===== src/rtl/window_acc_pkg.sv =====
// window_acc_pkg: shared state enum, result struct (min/max fields under WINDOW_ACC_MINMAX_EN) and saturation limits
package window_acc_pkg;
   localparam int MAX_DATA_W = 32;
   localparam int MAX_SUM_W = 64;
   localparam int MAX_CNT_W = 64;
   typedef enum logic {IDLE = 1'b0, ACCUM = 1'b1} state_e;
   typedef struct packed {
      logic signed [MAX_SUM_W-1:0] sum;
      logic [MAX_CNT_W-1:0] count;
      logic sat;
`ifdef WINDOW_ACC_MINMAX_EN
      logic signed [MAX_DATA_W-1:0] lo;
      logic signed [MAX_DATA_W-1:0] hi;
`endif
   } result_t;
   function automatic logic signed [MAX_SUM_W-1:0] sum_hi(int w);
      return (MAX_SUM_W'(1) << (w - 1)) - MAX_SUM_W'(1);
   endfunction
   function automatic logic signed [MAX_SUM_W-1:0] sum_lo(int w);
      return ~sum_hi(w);
   endfunction
endpackage


===== src/rtl/window_acc_if.sv =====
// window_acc_if: window strobes in, held result and status out; out_min/out_max only with WINDOW_ACC_MINMAX_EN
interface window_acc_if #(
   parameter int DATA_W = 18,
   parameter int SUM_W = 48,
   parameter int CNT_W = 32
);
   logic signed [DATA_W-1:0] in_data;
   logic win_valid;
   logic win_first;
   logic win_last;
   logic out_valid;
   logic out_ready;
   logic signed [SUM_W-1:0] out_sum;
   logic [CNT_W-1:0] out_count;
   logic out_sat;
   logic [CNT_W-1:0] drop_cnt;
   logic busy;
`ifdef WINDOW_ACC_MINMAX_EN
   logic signed [DATA_W-1:0] out_min;
   logic signed [DATA_W-1:0] out_max;
   modport master (
      output in_data, win_valid, win_first, win_last, out_ready,
      input out_valid, out_sum, out_count, out_sat, drop_cnt, busy, out_min, out_max
   );
   modport slave (
      input in_data, win_valid, win_first, win_last, out_ready,
      output out_valid, out_sum, out_count, out_sat, drop_cnt, busy, out_min, out_max
   );
`else
   modport master (
      output in_data, win_valid, win_first, win_last, out_ready,
      input out_valid, out_sum, out_count, out_sat, drop_cnt, busy
   );
   modport slave (
      input in_data, win_valid, win_first, win_last, out_ready,
      output out_valid, out_sum, out_count, out_sat, drop_cnt, busy
   );
`endif
endinterface


===== src/rtl/result_hold_reg.sv =====
// result_hold_reg: one-deep result register with valid/ready hold and saturating drop counter
module result_hold_reg
   import window_acc_pkg::*;
#(
   parameter int CNT_W = 32
) (
   input logic clk,
   input logic rst,
   input logic load_i,
   input result_t res_i,
   input logic ready_i,
   output logic valid_o,
   output result_t res_o,
   output logic [CNT_W-1:0] drop_o
);
   logic valid_q, valid_d, take;
   result_t res_q, res_d;
   logic [CNT_W-1:0] drop_q, drop_d;
   always_comb begin
      take = load_i && (!valid_q || ready_i);
      valid_d = take || (valid_q && !ready_i);
      res_d = take ? res_i : res_q;
      drop_d = load_i && !take && !(&drop_q) ? drop_q + CNT_W'(1) : drop_q;
   end
   always_ff @(posedge clk or posedge rst)
      if (rst) begin
         valid_q <= 1'b0;
         res_q <= '0;
         drop_q <= '0;
      end else begin
         valid_q <= valid_d;
         res_q <= res_d;
         drop_q <= drop_d;
      end
   assign valid_o = valid_q;
   assign res_o = res_q;
   assign drop_o = drop_q;
endmodule


===== src/rtl/window_accumulator.sv =====
// window_accumulator: windowed signed sum/count with saturation; WINDOW_ACC_MINMAX_EN adds window min/max
module window_accumulator
   import window_acc_pkg::*;
#(
   parameter int DATA_W = 18,
   parameter int SUM_W = 48,
   parameter int CNT_W = 32
) (
   input logic clk,
   input logic rst,
   window_acc_if.slave bus
);
   localparam logic signed [SUM_W-1:0] SUM_MAX = SUM_W'(sum_hi(SUM_W));
   localparam logic signed [SUM_W-1:0] SUM_MIN = SUM_W'(sum_lo(SUM_W));
   state_e state_q, state_d;
   logic accum, add, done, keep;
   logic signed [SUM_W-1:0] sum_q, sum_d, sum_base, sum_nxt;
   logic signed [SUM_W:0] sum_ext;
   logic [CNT_W-1:0] cnt_q, cnt_d, cnt_base, cnt_nxt;
   logic sat_q, sat_d, sat_base, sat_nxt, ovf;
   result_t res_d, res_held;
`ifdef WINDOW_ACC_MINMAX_EN
   logic signed [DATA_W-1:0] lo_q, lo_d, lo_base, lo_nxt;
   logic signed [DATA_W-1:0] hi_q, hi_d, hi_base, hi_nxt;
`endif
   always_ff @(posedge clk or posedge rst)
      if (rst) state_q <= IDLE;
      else state_q <= state_d;
   always_comb state_d = accum && !bus.win_last ? ACCUM : IDLE;
   always_comb begin
      accum = bus.win_first || state_q == ACCUM;
      add = accum && bus.win_valid;
      done = accum && bus.win_last;
      keep = accum && !bus.win_last;
      bus.busy = state_q == ACCUM;
   end
   // a saturated sum sticks at its limit until the window ends
   always_comb begin
      sum_base = bus.win_first ? '0 : sum_q;
      cnt_base = bus.win_first ? '0 : cnt_q;
      sat_base = bus.win_first ? 1'b0 : sat_q;
      sum_ext = {sum_base[SUM_W-1], sum_base} + (SUM_W+1)'(bus.in_data);
      ovf = add && !sat_base && sum_ext[SUM_W] != sum_ext[SUM_W-1];
      sum_nxt = !add || sat_base ? sum_base : ovf ? (sum_ext[SUM_W] ? SUM_MIN : SUM_MAX) : sum_ext[SUM_W-1:0];
      sat_nxt = sat_base || ovf;
      cnt_nxt = add && !(&cnt_base) ? cnt_base + CNT_W'(1) : cnt_base;
      sum_d = keep ? sum_nxt : '0;
      cnt_d = keep ? cnt_nxt : '0;
      sat_d = keep && sat_nxt;
      res_d.sum = MAX_SUM_W'(sum_nxt);
      res_d.count = MAX_CNT_W'(cnt_nxt);
      res_d.sat = sat_nxt;
`ifdef WINDOW_ACC_MINMAX_EN
      lo_base = bus.win_first ? '0 : lo_q;
      hi_base = bus.win_first ? '0 : hi_q;
      lo_nxt = add && (cnt_base == '0 || bus.in_data < lo_base) ? bus.in_data : lo_base;
      hi_nxt = add && (cnt_base == '0 || bus.in_data > hi_base) ? bus.in_data : hi_base;
      lo_d = keep ? lo_nxt : '0;
      hi_d = keep ? hi_nxt : '0;
      res_d.lo = MAX_DATA_W'(lo_nxt);
      res_d.hi = MAX_DATA_W'(hi_nxt);
`endif
   end
   always_ff @(posedge clk or posedge rst)
      if (rst) begin
         sum_q <= '0;
         cnt_q <= '0;
         sat_q <= 1'b0;
`ifdef WINDOW_ACC_MINMAX_EN
         lo_q <= '0;
         hi_q <= '0;
`endif
      end else begin
         sum_q <= sum_d;
         cnt_q <= cnt_d;
         sat_q <= sat_d;
`ifdef WINDOW_ACC_MINMAX_EN
         lo_q <= lo_d;
         hi_q <= hi_d;
`endif
      end
   result_hold_reg #(.CNT_W(CNT_W)) u_hold (
      .clk(clk),
      .rst(rst),
      .load_i(done),
      .res_i(res_d),
      .ready_i(bus.out_ready),
      .valid_o(bus.out_valid),
      .res_o(res_held),
      .drop_o(bus.drop_cnt)
   );
   assign bus.out_sum = SUM_W'(res_held.sum);
   assign bus.out_count = CNT_W'(res_held.count);
   assign bus.out_sat = res_held.sat;
`ifdef WINDOW_ACC_MINMAX_EN
   assign bus.out_min = DATA_W'(res_held.lo);
   assign bus.out_max = DATA_W'(res_held.hi);
`endif
endmodule

===== src/flat_wrapper.sv =====
// flat-port wrapper written by rule: the top's interface ports become plain ports
module window_accumulator_flat import window_acc_pkg::*;
#(
   parameter int DATA_W = 18,
   parameter int SUM_W = 48,
   parameter int CNT_W = 32
)
  (clk, rst, bus_in_data, bus_win_valid, bus_win_first, bus_win_last, bus_out_ready, bus_out_valid, bus_out_sum, bus_out_count, bus_out_sat, bus_drop_cnt, bus_busy);
  window_acc_if #(.DATA_W(DATA_W), .SUM_W(SUM_W), .CNT_W(CNT_W)) bus_i ();
  input logic clk;
  input logic rst;
  input wire logic [$bits(bus_i.in_data)-1:0] bus_in_data;
  input wire logic [$bits(bus_i.win_valid)-1:0] bus_win_valid;
  input wire logic [$bits(bus_i.win_first)-1:0] bus_win_first;
  input wire logic [$bits(bus_i.win_last)-1:0] bus_win_last;
  input wire logic [$bits(bus_i.out_ready)-1:0] bus_out_ready;
  output wire logic [$bits(bus_i.out_valid)-1:0] bus_out_valid;
  output wire logic [$bits(bus_i.out_sum)-1:0] bus_out_sum;
  output wire logic [$bits(bus_i.out_count)-1:0] bus_out_count;
  output wire logic [$bits(bus_i.out_sat)-1:0] bus_out_sat;
  output wire logic [$bits(bus_i.drop_cnt)-1:0] bus_drop_cnt;
  output wire logic [$bits(bus_i.busy)-1:0] bus_busy;
  assign bus_i.in_data = bus_in_data;
  assign bus_i.win_valid = bus_win_valid;
  assign bus_i.win_first = bus_win_first;
  assign bus_i.win_last = bus_win_last;
  assign bus_i.out_ready = bus_out_ready;
  assign bus_out_valid = bus_i.out_valid;
  assign bus_out_sum = bus_i.out_sum;
  assign bus_out_count = bus_i.out_count;
  assign bus_out_sat = bus_i.out_sat;
  assign bus_drop_cnt = bus_i.drop_cnt;
  assign bus_busy = bus_i.busy;
  window_accumulator #(.DATA_W(DATA_W), .SUM_W(SUM_W), .CNT_W(CNT_W)) u_core (.clk(clk), .rst(rst), .bus(bus_i));
endmodule

===== config.mk =====
export PLATFORM = sky130hd
export DESIGN_NAME = window_accumulator_flat
export DESIGN_NICKNAME = d
export VERILOG_FILES = /design/src/rtl/window_acc_pkg.sv /design/src/rtl/window_acc_if.sv /design/src/rtl/result_hold_reg.sv /design/src/rtl/window_accumulator.sv /design/src/flat_wrapper.sv
export SDC_FILE = /design/constraint.sdc
export NUM_CORES = 1
export LEC_CHECK = 0
export BUFFER_PORTS_ARGS = -buffer_cell sky130_fd_sc_hd__buf_4
export CAP_MARGIN = 40
export CORE_MARGIN = 3
export CORE_UTILIZATION = 59
export CTS_CLUSTER_DIAMETER = 80
export CTS_CLUSTER_SIZE = 12
export DETAILED_ROUTE_END_ITERATION = 6
export PLACE_DENSITY = 0.9
export SYNTH_ARGS = -nofsm -noshare
export SYNTH_HDL_FRONTEND = slang
export SYNTH_SLANG_ARGS = --single-unit

===== constraint.sdc =====
create_clock -name clk -period 7.75 [get_ports clk]
set_input_delay 0.3875 -clock clk [delete_from_list [all_inputs] [get_ports clk]]
set_output_delay 0.3875 -clock clk [all_outputs]
set_load 0.005 [all_outputs]

# Yosys cells after proc, flatten, opt, wreduce, memory -nomap -nowiden

Index checks and enable logic that the tools add are counted.

Add/subtract/negate cells: 3
Eq/ne operators: 1
Mux-type cells: 10
Reductions and logical operators: 26

Operators by type and width:

| operator              | number |
|---|---|
| $mux 48               | 5 |
| $mux 32               | 3 |
| $add 32x1->32 const B | 2 |
| $reduce_and 32->1     | 2 |
| $add 48x18->49        | 1 |
| $logic_and 1x1->1     | 11 |
| $logic_not 1->1       | 8 |
| $logic_or 1x1->1      | 5 |
| $mux 1                | 2 |
| $ne 1x1->1            | 1 |

Register bits: 196
Input port bits: 24
Word-level logic and storage cells: 49

# Depth between registers and ports, before layout

Depth in word-level cells: 7
Mapped depth: 20
Mapped depth without buffers: 15

# Hierarchy

Synthesis repeated with hierarchy kept, for this count alone.

Cells, all modules: 1404
Area total of the unflattened synthesis: 14742.9 um^2

By module, submodules not included:

| module             | instances | cells an instance | area each (um^2) | sequential area each (um^2) |
|---|---|---|---|---|
| window_accumulator | 1         | 986               | 8326.7           | 2052.0 |
| result_hold_reg    | 1         | 418               | 6416.2           | 4053.9 |

# Least setup slack after synthesis

OpenSTA, ideal clock, no wires.

Kind: input to register
Start point: input port bus_win_first
End point: register u_core.u_hold.res_q, in the netlist u_core.u_hold.res_o[106]
Library setup time: 0.121 ns
Arrival: 3.991 ns
Path slack: 3.638 ns
Stages on the path: 16
Path buffers: 5
Cell sequence: buf_2 clkbuf_1 clkbuf_1 nor2b_1 ha_1 buf_2 and3_4 a221o_1 a211o_1 a221oi_2 o21ai_2 a311o_4 a311oi_2 buf_6 nand2_1 a22o_1

Longest elaborated chain between the ends: 6
Elaborated cells between the ends (all ways): 16

RTL lines:

| element                                         | RTL line                 | text |
|---|---|---|
| from (decl)                                     | flat_wrapper.sv:14       | `input wire logic [$bits(bus_i.win_first)-1:0] bus_win_first;` |
| $mux 48 (tied with other cells)                 | window_accumulator.sv:39 | `sum_base = bus.win_first ? '0 : sum_q;` |
| $add 48x18->49 (tied with other cells)          | window_accumulator.sv:42 | `sum_ext = {sum_base[SUM_W-1], sum_base} + (SUM_W+1)'(bus.in_data);` |
| $ne 1x1->1 or $logic_and 1x1->1 (tied branches) | window_accumulator.sv:43 | `ovf = add && !sat_base && sum_ext[SUM_W] != sum_ext[SUM_W-1];` |
| $logic_and 1x1->1                               | window_accumulator.sv:43 |  |
| $mux 48 (2 in a row)                            | window_accumulator.sv:44 | `sum_nxt = !add \|\| sat_base ? sum_base : ovf ? (sum_ext[SUM_W] ? SUM_MIN : SUM_MAX) : sum_ext[SUM_W-1:0];` |
| to (signal assigned)                            | result_hold_reg.sv:32    | `res_q <= res_d;` |
| to (decl)                                       | result_hold_reg.sv:17    | `result_t res_q, res_d;` |

Several ways; a longest one is shown, not always the timed one.
A chain may end at the register's enable or synchronous reset.

# Worst setup path after layout

Start point: input port bus_win_first
End point: register u_core.sum_q[1]

Longest elaborated chain between the ends: 7
Elaborated cells between the ends (all ways): 16

RTL lines:

| element                                         | RTL line                 | text |
|---|---|---|
| $mux 48 (tied with other cells)                 | window_accumulator.sv:39 |  |
| $add 48x18->49 (tied with other cells)          | window_accumulator.sv:42 |  |
| $ne 1x1->1 or $logic_and 1x1->1 (tied branches) | window_accumulator.sv:43 |  |
| $logic_and 1x1->1                               | window_accumulator.sv:43 |  |
| $mux 48 (2 in a row)                            | window_accumulator.sv:44 |  |
| $mux 48 *                                       | window_accumulator.sv:47 | `sum_d = keep ? sum_nxt : '0;` |
| net u_core.sum_d[1]                             | window_accumulator.sv:17 | `logic signed [SUM_W-1:0] sum_q, sum_d, sum_base, sum_nxt;` |
| to (signal assigned)                            | window_accumulator.sv:74 | `sum_q <= sum_d;` |
| to (decl)                                       | window_accumulator.sv:17 |  |

Mark *: on every way through the listed nets, which the timed path passes. The rest lies on a longest branch.

==> qor.csv <==
metric;value;unit
DIE HEIGHT;145;um
VDD IR max;0.164;mV
Resized Gates After CTS;0;
remaining antenna violation count after routing;0;
vias in the first global route;9351;
initial antenna violation count;0;
Sw Pwr;746;uW
full die area;21000;um2
Initial Util;60.4;%
hold_ws;0.119;ns
Final Instance Area;13100;um2
Period minus WS final;4.81;ns
core area;18800;um2
post-synth top area share;43.1;%
Net Sw Frac;29.9;%
root buffer cell;clkbuf_16;
Core Rows;50;
Hold Vio Cnt, Final;0;
status;finished, final reports clean;
Clock Sinks;196;
maxcap violations;0;
Non-Filler Instances;1638;
CTS tree;yes;
max_slew headroom;42.6;%
Max Clock Freq;0.208;GHz
post-synthesis sequential area ratio;43.1;%
All-Layer GR Usage;27.3;%
Slew Viols, Final;0;
clk_skew;0.0128;ns
Layout Nets;1440;
Crit. End Element;register;
vias per std cell;5.88;
antenna cell count;0;
critical path class;input pin to register;
sequential fraction of design power;45.6;%
Clock Latency Late Sink;0.45;ns
synthesized area;11400;um2
CTS clk-pin slew, worst paths;0.08;ns
Yosys top cell by area;dfrtp_1;
Area Growth Syn to Fin;15.6;%
Critical Path Source Type;input pin;
FF-to-FF Start;u_core.sum_q[30];
Ys Warns;0;
EDFF count, synth;0;
Top FF cell, synth;dfrtp_1;
WL/cell;17.2;um
Least-Margin Pin Slew;0.861;ns
Post-DP Area;12500;um2
Arr. time, crit path;5.16;ns
post-CTS setup buffer count;0;
Worst Path Max Fanout;67;
syn_area_per_cell;9.01;um2
Post-route DRC;0;
fin crit share;62.1;%
Synth Instances;1262;
Pre-antenna DRT Iters;5;
Clock power frac;36.3;%
post-synthesis async set-or-reset flop share;100;%
Int Power;1.75;mW
Iter 0 DRT Violations;601;
pin count of the biggest net entering global routing;124;
first-pass GRT wire length;46300;um
setup TNS;0;ns
syn_nets;1337;
IO Count;139;
Worst R2R Setup Slack;3.46;ns
die width;145;um
placed insts;1606;
CTS Buf Count;17;
CP required;8.10;ns
final wirelength;28200;um
Final Util;69.8;%
Comb pwr share;18.1;%
commonest non-fill, non-tap cell in the layout;dfrtp_1;
Post-DP HPWL;19600;um
Clock H-tree levels;4;
r2r worst-path depth;13;
Layout fillers;1486;
Synth Register Bits;196;
PortBufs;138;
Leak;6.05;nW
Post-CTS Hold Fix Bufs;0;
Vias;9633;
Netlist cell types;72;
Clock Tree Buf Depth;2;
R2R Path End;u_core.sum_q[15];
worst min-delay path category;input pin to asynchronous set/reset pin;
PD cells;190;nW/um2
share of cells above drive strength 1;17.2;%
remaining global-route overflow;0;
RSZ-0062 raised after global routing;no;
final setup fails;0;
routability cong.;0.984;
most frequent cells in the layout;196 x dfrtp_1, 168 x nand2_1, 144 x buf_4, 132 x nor2_1, 66 x o21ai_0;
Synth area leaders;dfrtp_1 43%, nand2_1 5.5%, ha_1 5.5%;
[kinds of logic (layout without fill, tap and decap cells)]
| family | Yosys count | after routing | synth area share, % |
|---|---|---|---|
| AO/OA/AOI/OAI | 324 | 324 | 18.6 |
| XOR/XNOR | 105 | 105 | 8.09 |
| adder cells (fa/ha/maj) | 51 | 51 | 5.68 |
| buffers and inverters | 83 | 199 | 3.38 |
| flip-flops | 196 | 196 | 43.1 |
| multiplexers | 5 | 5 | 0.583 |
| AND/OR/NAND/NOR | 498 | 498 | 20.5 |
[worst max-delay path, stage by stage]
cell and delay, ns:
buf_4 0.58, inv_1 0.46, nand2_1 0.28, inv_1 0.08, ha_1 0.30, a211oi_1 0.29
o211ai_1 0.15, a21oi_1 0.35, a2111oi_4 0.15, o31ai_2 0.38, a211oi_2 0.16, nor2_1 0.28
nor3_1 0.08, o21a_1 0.23, nand2b_1 0.43, buf_4 0.35, a221oi_1 0.21
[sequential cells by signal, summed over array words and instances (netlist names)]
signal / cells
u_core.u_hold.res_o: 81
u_core.cnt_q: 32
u_core.sat_q: 1
u_core.bus.busy: 1
u_core.u_hold.drop_o: 32
u_core.u_hold.valid_o: 1
u_core.sum_q: 48
[worst max-delay path by stage]
stage | startpoint | endpoint | slack (ns) | cells past startpoint
global route | bus_win_first | u_core.sum_q[1] | 2.50 | 17
detailed placement | bus_win_first | u_core.sum_q[1] | 2.50 | 17
floorplan | rst | u_core.bus.busy | 2.02 | 1
global placement | bus_win_first | u_core.sum_q[1] | 2.72 | 17
CTS | bus_win_first | u_core.sum_q[1] | 2.95 | 17
finish | bus_win_first | u_core.sum_q[1] | 2.94 | 17
[cell usage after synthesis, types with 31 or more instances]
library cell,n
a21oi_1,58
clkbuf_1,39
dfrtp_1,196
ha_1,50
nand2_1,168
nand3_1,31
nor2_1,132
nor2b_1,64
o21ai_0,66
o21ai_1,47
o21ai_2,33
xnor2_1,65
xor2_1,40
[cell type report]
class / count / area [um2] / area share (%)
inverter: 21 / 86.3 / 0.657
sequential: 196 / 4900 / 37.3
clock inverter: 15 / 186 / 1.42
timing repair buffer: 146 / 1120 / 8.49
clock buffer: 17 / 425 / 3.24
tap: 260 / 325 / 2.47
multi-input combinational: 983 / 6100 / 46.4
[power by group through the flow]
stage	logic [mW]	registers (mW)	clock network, mW
after floorplan	0.278	1.15	0
after global placement	0.437	1.15	0
after detailed placement	0.452	1.16	0
after CTS	0.453	1.14	0.913
after global routing	0.504	1.15	0.952
final	0.451	1.14	0.905
[per-stage QoR]
stage / setup WS (ns) / total power [mW]
6_report: 2.94 / 2.49
5_1_grt: 2.50 / 2.60
4_1_cts: 2.95 / 2.50
3_5_place_dp: 2.50 / 1.61
3_3_place_gp: 2.72 / 1.59
2_1_floorplan: 2.02 / 1.43
[routing by layer]
| layer | wire length (um) | share of wire, % | GRT usage (%) | up-vias |
|---|---|---|---|---|
| li1 | - | - | - | 4594 |
| met1 | 12400 | 44 | 38.0 | 4671 |
| met2 | 13400 | 48 | 44.2 | 310 |
| met3 | 1800 | 6.4 | 4.24 | 58 |
| met4 | 591 | 2.1 | 8.98 | 0 |
| met5 | 0 | 0 | 0 | - |
(Power assumes the default switching activity.)
